$ cat src/rtl/bar_pkg.sv
// Shared LED bar definitions: phase pattern table, encoder helper and popcount.
// Used by both the bar decoder and bar_encoder so the table lives in one place.
package bar_pkg;

    localparam int BAR_W      = 6;
    localparam int NUM_PHASES = 10;

    typedef logic [3:0] bar_phase_t;

    typedef struct packed {
        bar_phase_t phase;
        logic       blank;
        logic       illegal;
    } bar_enc_t;

    // Index i holds the lit pattern (active-high) for phase i.
    localparam logic [NUM_PHASES-1:0][BAR_W-1:0] PHASE_PAT = {
        6'b100000, 6'b110000, 6'b111000, 6'b111100, 6'b111111,
        6'b011111, 6'b001111, 6'b000111, 6'b000011, 6'b000001
    };

    function automatic bar_enc_t pattern_to_phase(input logic [BAR_W-1:0] pat);
        bar_enc_t r;
        r.phase   = '0;
        r.blank   = (pat == '0);
        r.illegal = (pat != '0);
        for (int i = 0; i < NUM_PHASES; i++) begin
            if (pat == PHASE_PAT[i]) begin
                r.phase   = bar_phase_t'(i);
                r.illegal = 1'b0;
            end
        end
        return r;
    endfunction

    function automatic logic [2:0] bar_popcount(input logic [BAR_W-1:0] pat);
        logic [2:0] n;
        n = '0;
        for (int i = 0; i < BAR_W; i++) n = n + 3'(pat[i]);
        return n;
    endfunction

endpackage

$ cat src/rtl/bar_debounce.sv
// Pad synchronizer plus stability counter; flags the bar pattern as debounced
// once it has held for DEBOUNCE_CYCLES consecutive cycles.
module bar_debounce
    import bar_pkg::*;
#(
    parameter int DEBOUNCE_CYCLES = 270000
) (
    input  logic             clk,
    input  logic             rst,
    input  logic [BAR_W-1:0] pads_n,
    output logic             deb_valid,
    output logic [BAR_W-1:0] deb_pat
);

    localparam logic [19:0] CNT_MAX = 20'(DEBOUNCE_CYCLES);

    logic [BAR_W-1:0] sync1_q, sync2_q, prev_q, prev_d;
    logic [19:0]      stable_cnt_q, stable_cnt_d;
    logic [BAR_W-1:0] pat_s;

    assign pat_s = ~sync2_q;

    always_comb begin
        prev_d       = pat_s;
        stable_cnt_d = stable_cnt_q;
        if (pat_s != prev_q)             stable_cnt_d = '0;
        else if (stable_cnt_q != CNT_MAX) stable_cnt_d = stable_cnt_q + 20'd1;
    end

    always_ff @(posedge clk) begin
        if (rst) begin
            sync1_q      <= '1;
            sync2_q      <= '1;
            prev_q       <= '0;
            stable_cnt_q <= '0;
        end else begin
            sync1_q      <= pads_n;
            sync2_q      <= sync1_q;
            prev_q       <= prev_d;
            stable_cnt_q <= stable_cnt_d;
        end
    end

    // A saturated count alone is stale on the first cycle of a new value.
    assign deb_valid = (stable_cnt_q == CNT_MAX) && (pat_s == prev_q);
    assign deb_pat   = prev_q;

endmodule

$ cat src/rtl/bar_encoder.sv
// Debounced LED bar pattern -> phase index, presented on a valid/ready output.
// Optional BAR_ENCODER_ERRCNT_EN adds a saturating illegal-pattern counter.
module bar_encoder
    import bar_pkg::*;
#(
    parameter int DEBOUNCE_CYCLES = 270000
) (
    input  logic             clk,
    input  logic             rst,
    input  logic [BAR_W-1:0] pads_n,
`ifdef BAR_ENCODER_ERRCNT_EN
    output logic [7:0]       err_count,
`endif
    output logic             out_valid,
    input  logic             out_ready,
    output logic [3:0]       out_phase,
    output logic             out_blank,
    output logic             out_illegal,
    output logic [2:0]       level
);

    typedef enum logic {TRACK, PRESENT} state_t;

    state_t           state_q, state_d;
    logic             deb_valid, accept;
    logic [BAR_W-1:0] deb_pat;
    logic [BAR_W-1:0] last_acc_q, last_acc_d;
    bar_enc_t         enc_q, enc_d;
    logic [2:0]       level_q, level_d;

    bar_debounce #(.DEBOUNCE_CYCLES(DEBOUNCE_CYCLES)) u_deb (
        .clk       (clk),
        .rst       (rst),
        .pads_n    (pads_n),
        .deb_valid (deb_valid),
        .deb_pat   (deb_pat)
    );

    assign accept = deb_valid && (deb_pat != last_acc_q) && (state_q == TRACK);

    always_ff @(posedge clk) begin
        if (rst) state_q <= TRACK;
        else     state_q <= state_d;
    end

    always_comb begin
        state_d = state_q;
        case (state_q)
            TRACK:   if (accept)    state_d = PRESENT;
            PRESENT: if (out_ready) state_d = TRACK;
            default:                state_d = TRACK;
        endcase
    end

    always_comb begin
        out_valid = (state_q == PRESENT);
    end

    always_comb begin
        last_acc_d = last_acc_q;
        enc_d      = enc_q;
        level_d    = level_q;
        if (deb_valid) level_d = bar_popcount(deb_pat);
        if (accept) begin
            last_acc_d = deb_pat;
            enc_d      = pattern_to_phase(deb_pat);
        end
    end

    always_ff @(posedge clk) begin
        if (rst) begin
            last_acc_q    <= '0;
            enc_q.phase   <= '0;
            enc_q.blank   <= 1'b1;
            enc_q.illegal <= 1'b0;
            level_q       <= '0;
        end else begin
            last_acc_q <= last_acc_d;
            enc_q      <= enc_d;
            level_q    <= level_d;
        end
    end

    assign out_phase   = enc_q.phase;
    assign out_blank   = enc_q.blank;
    assign out_illegal = enc_q.illegal;
    assign level       = level_q;

`ifdef BAR_ENCODER_ERRCNT_EN
    logic [7:0] err_cnt_q, err_cnt_d;

    always_comb begin
        err_cnt_d = err_cnt_q;
        if (accept && enc_d.illegal && err_cnt_q != 8'hff) err_cnt_d = err_cnt_q + 8'd1;
    end

    always_ff @(posedge clk) begin
        if (rst) err_cnt_q <= '0;
        else     err_cnt_q <= err_cnt_d;
    end

    assign err_count = err_cnt_q;
`endif

endmodule

$ cat config.mk
export PLATFORM = sky130hd
export DESIGN_NAME = bar_encoder
export DESIGN_NICKNAME = d
export VERILOG_FILES = /design/src/rtl/bar_pkg.sv /design/src/rtl/bar_debounce.sv /design/src/rtl/bar_encoder.sv
export SDC_FILE = /design/constraint.sdc
export NUM_CORES = 1
export LEC_CHECK = 0
export CAP_MARGIN = 20
export CORE_AREA = 2 2 67 69
export DETAILED_ROUTE_END_ITERATION = 8
export DIE_AREA = 0 0 69 71
export PLACE_DENSITY = 0.78
export SYNTH_ARGS = -nofsm -noshare
export SYNTH_HDL_FRONTEND = slang
export SYNTH_SLANG_ARGS = --single-unit
export TNS_END_PERCENT = 5
$ cat constraint.sdc
create_clock -name clk -period 6.54 [get_ports clk]
set_input_delay 0.654 -clock clk [delete_from_list [all_inputs] [get_ports clk]]
set_output_delay 0.654 -clock clk [all_outputs]
set_load 0.05 [all_outputs]
==> summary.txt, run 1 <==
Timing
  • Final worst slack: 4.10 ns
  • Setup TNS: 0 ns
  • Minimum clock period: 2.44 ns
  • Final Hold Fails: 0
  • Least-Margin Pin Slew: 0.729 ns
  • Unrepaired setup endpoints after global routing: false
  • Final worst-path cycle share: 37.4%
  • Post-Route Skew: 0.0129 ns
  • Rel. slew slack: 51.2%
  • Setup-failing EPs final: 0
  • Final Max Slew Viols: 0
  • Fmax: 409 MHz

Detailed routing
  • First-pass DRT Iterations: 4
  • Final ANT Viol Nets: 0
  • Met1 wire length: 1990 um
  • Met2 routed wirelength: 1810 um
  • Via-to-Cell Ratio: 5.34
  • DRC viols: 0
  • DRT iter0 DRCs: 80
  • Vias post-DR: 1773
  • Top Layer Used: met4
  • Routed WL per cell: 12.2 um
  • Met3 wire len: 170 um
  • Final wirelength: 4040 um

Power
  • PwrDens: 204 nW/um2
  • Peak VDD IR: 0.150 mV
  • Leak pwr: 1.00 nW

CTS
  • CTS tree: done
  • Post CTS Setup Buffer Count: 0
  • CTS max path bufs: 2
  • Clk_lat worst skew: 0.31 ns
  • Clock root cell: clkbuf_8
  • H-tree depth: 2
  • Clock slew seen by the registers of the worst setup and hold paths: 0.10 ns
  • Clock sink count: 54
  • # hold bufs at CTS: 0
  • Post_cts resized: 0
  • CTS buffer count: 5

Global route
  • First-pass GRT wire length: 7160 um
  • Gr ovfl total: 0
  • Gr usage total: 18.0%
  • Largest net degree at the start of global routing: 39
  • Initial antenna violation count: 0
  • Vias in the first global route: 1621

Synthesis
  • Post-synth EDFFs: 0
  • Area leader, netlist: dfxtp_1
  • Largest cells by area after synthesis: dfxtp_1 44%, xor2_1 7.2%, nor2_1 6.5%, xnor2_1 3.2%, ha_1 3.1%
  • Sequential fraction of the synthesis area: 44.5%
  • Cells after synthesis: 263
  • Syn_area_per_cell: 9.24 um2
  • Top FF cell, synth: dfxtp_1
  • Synthesized area: 2430 um2
  • Synth unique cells: 44
  • Top-area cell type share of the netlist area: 44.5%
  • Synthesized Nets: 281
  • Synth Warn #: 0
  • #FFs+latches synth: 54
  • Asr flop ratio synth: 0%

Layout
  • # diodes: 0
  • Fin nets: 297
  • Final instance area: 2750 um2
  • Utilization after layout: 65.3%
  • Commonest non-fill, non-tap cells in the layout: 54 x dfxtp_1, 42 x nor2_1, 20 x xor2_1, 18 x clkdlybuf4s50_1, 15 x nand3_1
  • Layout cells sized above 1: 11.1%
  • Commonest non-fill, non-tap cell in the layout: dfxtp_1
  • Fillcell total: 359
  • Area Overhead vs Synth: 12.9%
  • Post-Layout Cell Count: 332

Die
  • CORE AREA: 4200 um2
  • Row cnt: 24
  • DIE AREA: 4900 um2
  • Die Height: 71 um
  • Num ports: 19
  • Initial Util: 57.8%
  • Die width: 69 um

Worst setup path
  • R2R Setup Slk: 4.10 ns
  • Startpoint Class: flip-flop
  • Critical Path, Cell by Cell: fa_1 -> inv_1 -> fa_1 -> inv_1 -> ha_1 -> fa_1 -> mux2i_1 -> nor2_1
  • Critical Path AT: 2.66 ns
  • Crit path kind: flip-flop to flip-flop
  • Top cell by count, worst path: fa_1
  • WP buf/inv: 2
  • Crit path required time: 6.76 ns
  • CP max stage delay: 0.56 ns
  • CP Max Fanout: 8
  • Crit-path slowest cell: dfxtp_1
  • Critical Path End Type: flip-flop
  • Family with the most delay on the worst path: adder cells

Run
  • MaxCap Viol Count: 0

Placement
  • Placer Congestion: 0.877
  • Placed inst area: 2630 um2
  • # port buffers: 18
  • DPL Wire Length: 2900 um
  • Placed cells: 323
  • Worst Setup Slack post-DPL: 3.43 ns

Min path
  • Hold Crit Class: flip-flop to flip-flop

Outcome
  • Outcome: completed
## cells by family after synthesis
logic type,Yosys count,share of synthesized area (%)
and+or+nand+nor,112,25.0
buffers and inverters,21,3.96
muxes,7,2.88
adders and majority gates,9,5.56
DFF,54,44.5
xor gates and xnor gates,29,10.4
AOI/OAI and AO/OA,31,7.67
## Yosys cell counts (2+ instances only)
cell       n
nand2b_1   5
nand3_1   15
xnor2_1    9
inv_1     10
xor2_1    20
nor4_2     2
clkbuf_1   6
nand2_1   11
nor4_1     2
or2_2     12
buf_4      2
a21oi_1   11
a211oi_1   2
buf_2      2
and2_1     2
ha_1       6
or3_1      3
o21ai_0    9
dfxtp_1   54
fa_1       3
nand4_1    5
mux2i_1    7
a31oi_1    2
and3b_1    2
nor2_1    42
## through the flow
step                hold WS, ns  total power [mW]
global route              0.429             0.584
global placement          0.392             0.380
finish                    0.413             0.560
CTS                       0.418             0.567
detailed placement        0.393             0.381
floorplan                 0.389             0.371
## routing by layer
| metal | vias to the layer above | global-route usage, % |
|---|---|---|
| met4 | 0 | 7.63 |
| met1 | 814 | 23.8 |
| li1 | 915 | - |
| met2 | 37 | 28.0 |
| met5 | - | 0 |
| met3 | 7 | 4.84 |
## worst paths after layout
path | startpoint | to | cells past startpoint
worst min register to register | u_deb.sync1_q[0] | u_deb.sync2_q[0] | 1
worst max-delay path | u_deb.deb_pat[3] | level[1] | 8
worst min-delay path | u_deb.sync1_q[0] | u_deb.sync2_q[0] | 1
worst max register to register | u_deb.deb_pat[3] | level[1] | 8
## sequential cells by signal (all words and copies together), names as in the netlist
| name | flops |
|---|---|
| u_deb.deb_pat | 6 |
| out_valid | 1 |
| level | 3 |
| out_illegal | 1 |
| out_blank | 1 |
| u_deb.stable_cnt_q | 20 |
| out_phase | 4 |
| u_deb.sync1_q | 6 |
| u_deb.sync2_q | 6 |
| last_acc_q | 6 |
## power breakdown
group | total [mW] | internal (mW) | switching [mW] | leakage (nW)
logic | 0.0358 | 0.0161 | 0.0196 | 0.524
clock network | 0.186 | 0.0766 | 0.109 | 0.0408
registers | 0.339 | 0.334 | 0.00479 | 0.439
total | 0.560 | 0.427 | 0.134 | 1.00
## layout make-up
type | instances | area (um2) | share of cell area (%)
clock buffers | 5 | 68.8 | 2.51
flip-flops and latches | 54 | 1080 | 39.4
multi-input cells | 188 | 1250 | 45.7
repair buffers | 20 | 215 | 7.84
clock inverters | 3 | 23.8 | 0.866
inverters | 10 | 37.5 | 1.37
well taps | 52 | 65.1 | 2.37
(Power assumes the default switching activity.)
==> run 2: changes to the inputs <==
Settings changed: CORE_AREA 2 2 67 69 to 2 2 69 71, DIE_AREA 0 0 69 71 to 0 0 71 73, PLACE_DENSITY 0.78 to 0.74.
Clock period 6.54 ns to 2.27 ns, I/O delays scaled along.
==> summary.txt, run 2 (synthesis gave the netlist of run 1 again) <==
Worst setup path
  • Reg2reg path depth: 8 (unchanged)
  • CP Max Fanout: 2 (-6)
  • Startpoint Class: flip-flop
  • Critical Path End Type: flip-flop
  • Crit path required time: 2.53 ns (-4.23 ns)
  • Crit path kind: flip-flop to flip-flop
  • Critical Path AT: 2.57 ns (-0.09 ns)

Timing
  • Setup-failing EPs final: 1 (+1)
  • Final worst slack: -0.0491 ns (-4.15 ns)
  • Fmax: 431 MHz (+5.3%)
  • Unrepaired setup endpoints after global routing: true
  • Least-Margin Pin Slew: 0.498 ns (-0.231 ns)
  • Minimum clock period: 2.32 ns (-0.124 ns)
  • Final Max Slew Viols: 0 (unchanged)
  • Setup TNS: -0.0491 ns (-0.0491 ns)
  • Final Hold Fails: 0 (unchanged)
  • Worst hold margin: 0.418 ns (+0.00469 ns)
  • Rel. slew slack: 66.7% (+16 points)
  • Post-Route Skew: 0.00764 ns (-0.00524 ns)
  • Final worst-path cycle share: 102% (+65 points)

Global route
  • Vias in the first global route: 1700 (+4.9%)
  • First-pass GRT wire length: 7490 um (+4.6%)
  • Initial antenna violation count: 0 (unchanged)
  • Gr usage total: 18.1% (+0.14 points)
  • Gr ovfl total: 0 (unchanged)
  • Largest net degree at the start of global routing: 38 (-2.6%)

Power
  • PwrDens: 580 nW/um2 (+180%)
  • Peak VDD IR: 0.345 mV (+130%)
  • Design Power: 1.65 mW (+190%)
  • Leak pwr: 1.06 nW (+5.6%)

Detailed routing
  • Routed WL per cell: 12.3 um (+0.76%)
  • Via-to-Cell Ratio: 5.26 (-1.5%)
  • First-pass DRT Iterations: 4 (unchanged)
  • Final wirelength: 4230 um (+4.7%)
  • DRC viols: 0 (unchanged)
  • Final ANT Viol Nets: 0 (unchanged)
  • Vias post-DR: 1814 (+2.3%)
  • DRT iter0 DRCs: 148 (+85%)

Layout
  • Fillcell total: 400 (+11%)
  • # diodes: 0 (unchanged)
  • Number of flip-flops under the largest register name: 20 (unchanged)
  • Top reg by flops: u_deb.stable_cnt_q
  • Area Overhead vs Synth: 16.8%
  • Commonest non-fill, non-tap cells in the layout: 51 x dfxtp_1, 42 x nor2_1, 20 x xor2_1, 18 x clkdlybuf4s50_1, 15 x nand3_1
  • Commonest non-fill, non-tap cell in the layout: dfxtp_1
  • Layout cells sized above 1: 16.2% (+5.1 points)
  • Fin nets: 308 (+3.7%)

CTS
  • CTS buffer count: 5 (unchanged)
  • Clk_lat worst skew: 0.31 ns (about the same)
  • CTS tree: done
  • H-tree depth: 2 (unchanged)
  • Clock sink count: 54 (unchanged)
  • CTS max path bufs: 2 (unchanged)
  • # hold bufs at CTS: 0 (unchanged)
  • Clock slew seen by the registers of the worst setup and hold paths: 0.10 ns (about the same)
  • Clock root cell: clkbuf_8

Placement
  • DPL Wire Length: 3020 um (+4.3%)
  • # port buffers: 18 (unchanged)
  • Placer Congestion: 0.808 (-7.9%)

Die
  • Die Height: 73 um (+2.8%)
  • DIE AREA: 5180 um2 (+5.8%)
  • Row cnt: 25 (+4.2%)
  • Die width: 71 um (+2.9%)
  • Initial Util: 53.6% (-4.2 points)
  • Num ports: 19 (unchanged)
  • CORE AREA: 4540 um2 (+7.9%)

Min path
  • Hold Crit Class: flip-flop to flip-flop
  • Hold Path Depth: 1 (unchanged)

Outcome
  • Outcome: finished, violations left
  • Violated checks: negative setup slack

Run
  • MaxCap Viol Count: 0 (unchanged)
run 2: cell count changes in the layout (fill, tap and decap cells not counted), sizes merged:
| cell | before | now |
|---|---|---|
| buf | 2 | 13 |
| inv | 11 | 12 |
| clkinvlp | 2 | 0 |
| clkinv | 0 | 1 |
run 2: layout make-up:
class / instances / area [um2] / share of cell area [%]
multi-input combinational: 188 / 1260 / 44.3
timing repair buffer: 31 / 290 / 10.2
inverter: 10 / 37.5 / 1.32
clock inverter: 3 / 28.8 / 1.01
tap: 54 / 67.6 / 2.38
clock buffer: 5 / 68.8 / 2.42
sequential: 54 / 1090 / 38.3
run 2: per-stage QoR:
stage	utilization [%]	setup slack, ns	area [um2]	std cells
floorplan	-	0.0177	2440	263
global placement	60.4	0.00402	2740	337
detailed placement	60.4	-0.0897	2740	337
CTS	62.6	-0.0659	2840	345
global route	62.6	-0.189	2840	345
finish	62.6	-0.0491	2840	345
run 2: power breakdown:
group	leakage, nW	internal [mW]	switching (mW)
clock	0.0506	0.231	0.329
combinational	0.569	0.0514	0.0649
sequential	0.440	0.961	0.00884
run 2: path summary, 6_finish.rpt:
path,slack (ns),start,to
hold reg to reg,0.42,u_deb.sync1_q[0],u_deb.sync2_q[0]
hold / removal,0.42,u_deb.sync1_q[0],u_deb.sync2_q[0]
setup / recovery,-0.05,u_deb.deb_pat[3],level[1]
setup reg to reg,-0.05,u_deb.deb_pat[3],level[1]
run 2: critical path, cell delays in order (launching register included):
cell,delay (ns)
dfxtp_2,0.34
fa_1,0.53
inv_1,0.05
fa_1,0.48
inv_1,0.04
ha_2,0.16
fa_2,0.52
mux2i_1,0.07
nor2_1,0.07
run 2: metal layers:
| metal | up-vias | global-route usage (%) | wire length [um] | share of wire, % |
|---|---|---|---|---|
| li1 | 934 | - | - | - |
| met2 | 28 | 29.6 | 1970 | 47 |
| met5 | - | 0 | 0 | 0 |
| met1 | 848 | 24.1 | 2100 | 50 |
| met4 | 0 | 5.45 | 37 | 0.87 |
| met3 | 4 | 4.28 | 115 | 2.7 |
run 2: what timing repair did:
action	in CTS	in global routing
setup endpoints to repair	2	2
gates resized for setup	2	0
setup buffers	0	0
hold endpoints to repair	0	0
==> variant: new RTL, config.mk and constraints of run 1 <==
Set the package constant `NUM_PHASES` to 20 (it was 10).
--- a/src/rtl/bar_pkg.sv
+++ b/src/rtl/bar_pkg.sv
@@ -3,7 +3,7 @@
 package bar_pkg;
 
     localparam int BAR_W      = 6;
-    localparam int NUM_PHASES = 10;
+    localparam int NUM_PHASES = 20;
 
     typedef logic [3:0] bar_phase_t;
 
Check against the original RTL: no difference found for any inputs over 10 cycles, from zero or initial values and one cycle with rst high; that may be too few to reach the edited logic, so the function may still have changed.
==> variant against run 1 <==
- power rose by 15%
- synthesized area decreased by 1.4%
- first-iteration DRC count grew 75%
- cell count grew 0.60%
- global-route usage up 0.074 points
- clock power grew 46%
- worst setup slack better by 0.0079 ns
- critical path type unchanged
- routed wire length rose by 1.8%
- die area did not move
- largest power group unchanged
- clock skew is 0.0063 ns lower
- cell area barely moved
- critical endpoint unchanged
- worst hold slack barely moved
- sequential cell count did not move
==> variant: results (changes against run 1) <==
[routing]
wl_um=4110  ; +1.8%
vias=1788  ; +0.85%
wire_per_inst_um=12.3  ; +1.1%
m1WireLength_um=1950  ; -1.6%
first_iter_violations=140  ; +75%
route.met3.wl_um=243  ; +43%

[critical_path]
arrival_ns=2.64  ; -0.02 ns
critPathMaxFanout=7  ; -1
crit_slowest_cell=fa_1
startpoint=u_deb.deb_pat[0]

[outcome]
status=complete, no violations

[final_layout]
drive_above_1_share=0.0922  ; -0.0185
fin_nets=299  ; +0.67%

[placement]
placed_cell_area_um2=2600  ; -0.95%
place.gp.congestion=0.885  ; +0.87%

[global_routing]
track_usage=0.181  ; +0.000743
grt_pass1_wl_um=7180  ; +0.28%
grt_pass1_vias=1618  ; -0.19%

[power]
p_sw_mw=0.133  ; -0.49%
p_leak_nw=0.998  ; -0.55%

[synth]
synth.top_cells.by_area=dfxtp_1 45%, xor2_1 9.1%, nor2_1 6.4%, nand3_1 3.3%, a21oi_1 3.1%
yosysUniqueCellTypes=40  ; -9.1%
synthXorXnorAreaFrac=0.110  ; +0.00513
netlist_top_cells_count=54 x dfxtp_1, 41 x nor2_1, 25 x xor2_1
synth_cells=266  ; +1.1%
ys_seq_area_frac=0.451  ; +0.00627

[sta]
skew_ns=0.00658  ; -0.00630 ns

[min_path]
hold_start=u_deb.sync1_q[5]

[variant: cell count changes after synthesis, moves of 2 or more]
cell and delta:
nand2b_1 -2, buf_2 +2, nor3_1 +3, xor2_1 +5, xnor2_1 -4, a21oi_1 +4
nand4_1 +2
[variant: path summary, 6_finish.rpt]
kind / to / slack (ns) / depth (start not counted)
setup / recovery: level[1] / 4.10 / 8
hold / removal: u_deb.sync2_q[5] / 0.41 / 1
setup reg to reg: level[1] / 4.10 / 8
hold reg to reg: u_deb.sync2_q[5] / 0.41 / 1
[variant: kinds of logic (layout without fill, tap and decap cells)]
logic type,after synthesis,count (layout)
muxes,6,6
DFF,54,54
adders and majority gates,9,9
xor gates and xnor gates,30,30
AOI/OAI and AO/OA,31,31
and+or+nand+nor,114,114
buffers and inverters,22,38
[variant: per-layer routing]
metal | up-vias | GRT usage
met1 | 816 | 0.241
li1 | 918 | -
met3 | 7 | 0.0484
met5 | - | 0
met2 | 47 | 0.278
met4 | 0 | 0.0784
[variant: cell type report]
cell class / count / area, um2
Inverter: 10 / 37.5
Clock inverter: 2 / 60.1
Multi-Input combinational cell: 190 / 1220
Timing Repair Buffer: 20 / 195
Tap cell: 52 / 65.1
Fill cell: 350 / 1460
Clock buffer: 6 / 82.6
Sequential cell: 54 / 1080
[variant: power groups by stage]
stage | Sequential, mW | Clock, mW | Combinational [mW]
finish | 0.338 | 0.271 | 0.0359
floorplan | 0.344 | 0 | 0.0277
CTS | 0.339 | 0.276 | 0.0361
global placement | 0.346 | 0 | 0.0349
detailed placement | 0.346 | 0 | 0.0358
global route | 0.340 | 0.289 | 0.0411
[variant: per-stage QoR]
| stage | total power [mW] | utilization | hold slack, ns |
|---|---|---|---|
| 2_1_floorplan | 0.372 | - | 0.389 |
| 4_1_cts | 0.650 | 0.652 | 0.416 |
| 5_1_grt | 0.670 | 0.652 | 0.423 |
| 6_report | 0.645 | 0.652 | 0.413 |
| 3_5_place_dp | 0.382 | 0.618 | 0.393 |
| 3_3_place_gp | 0.381 | 0.618 | 0.391 |
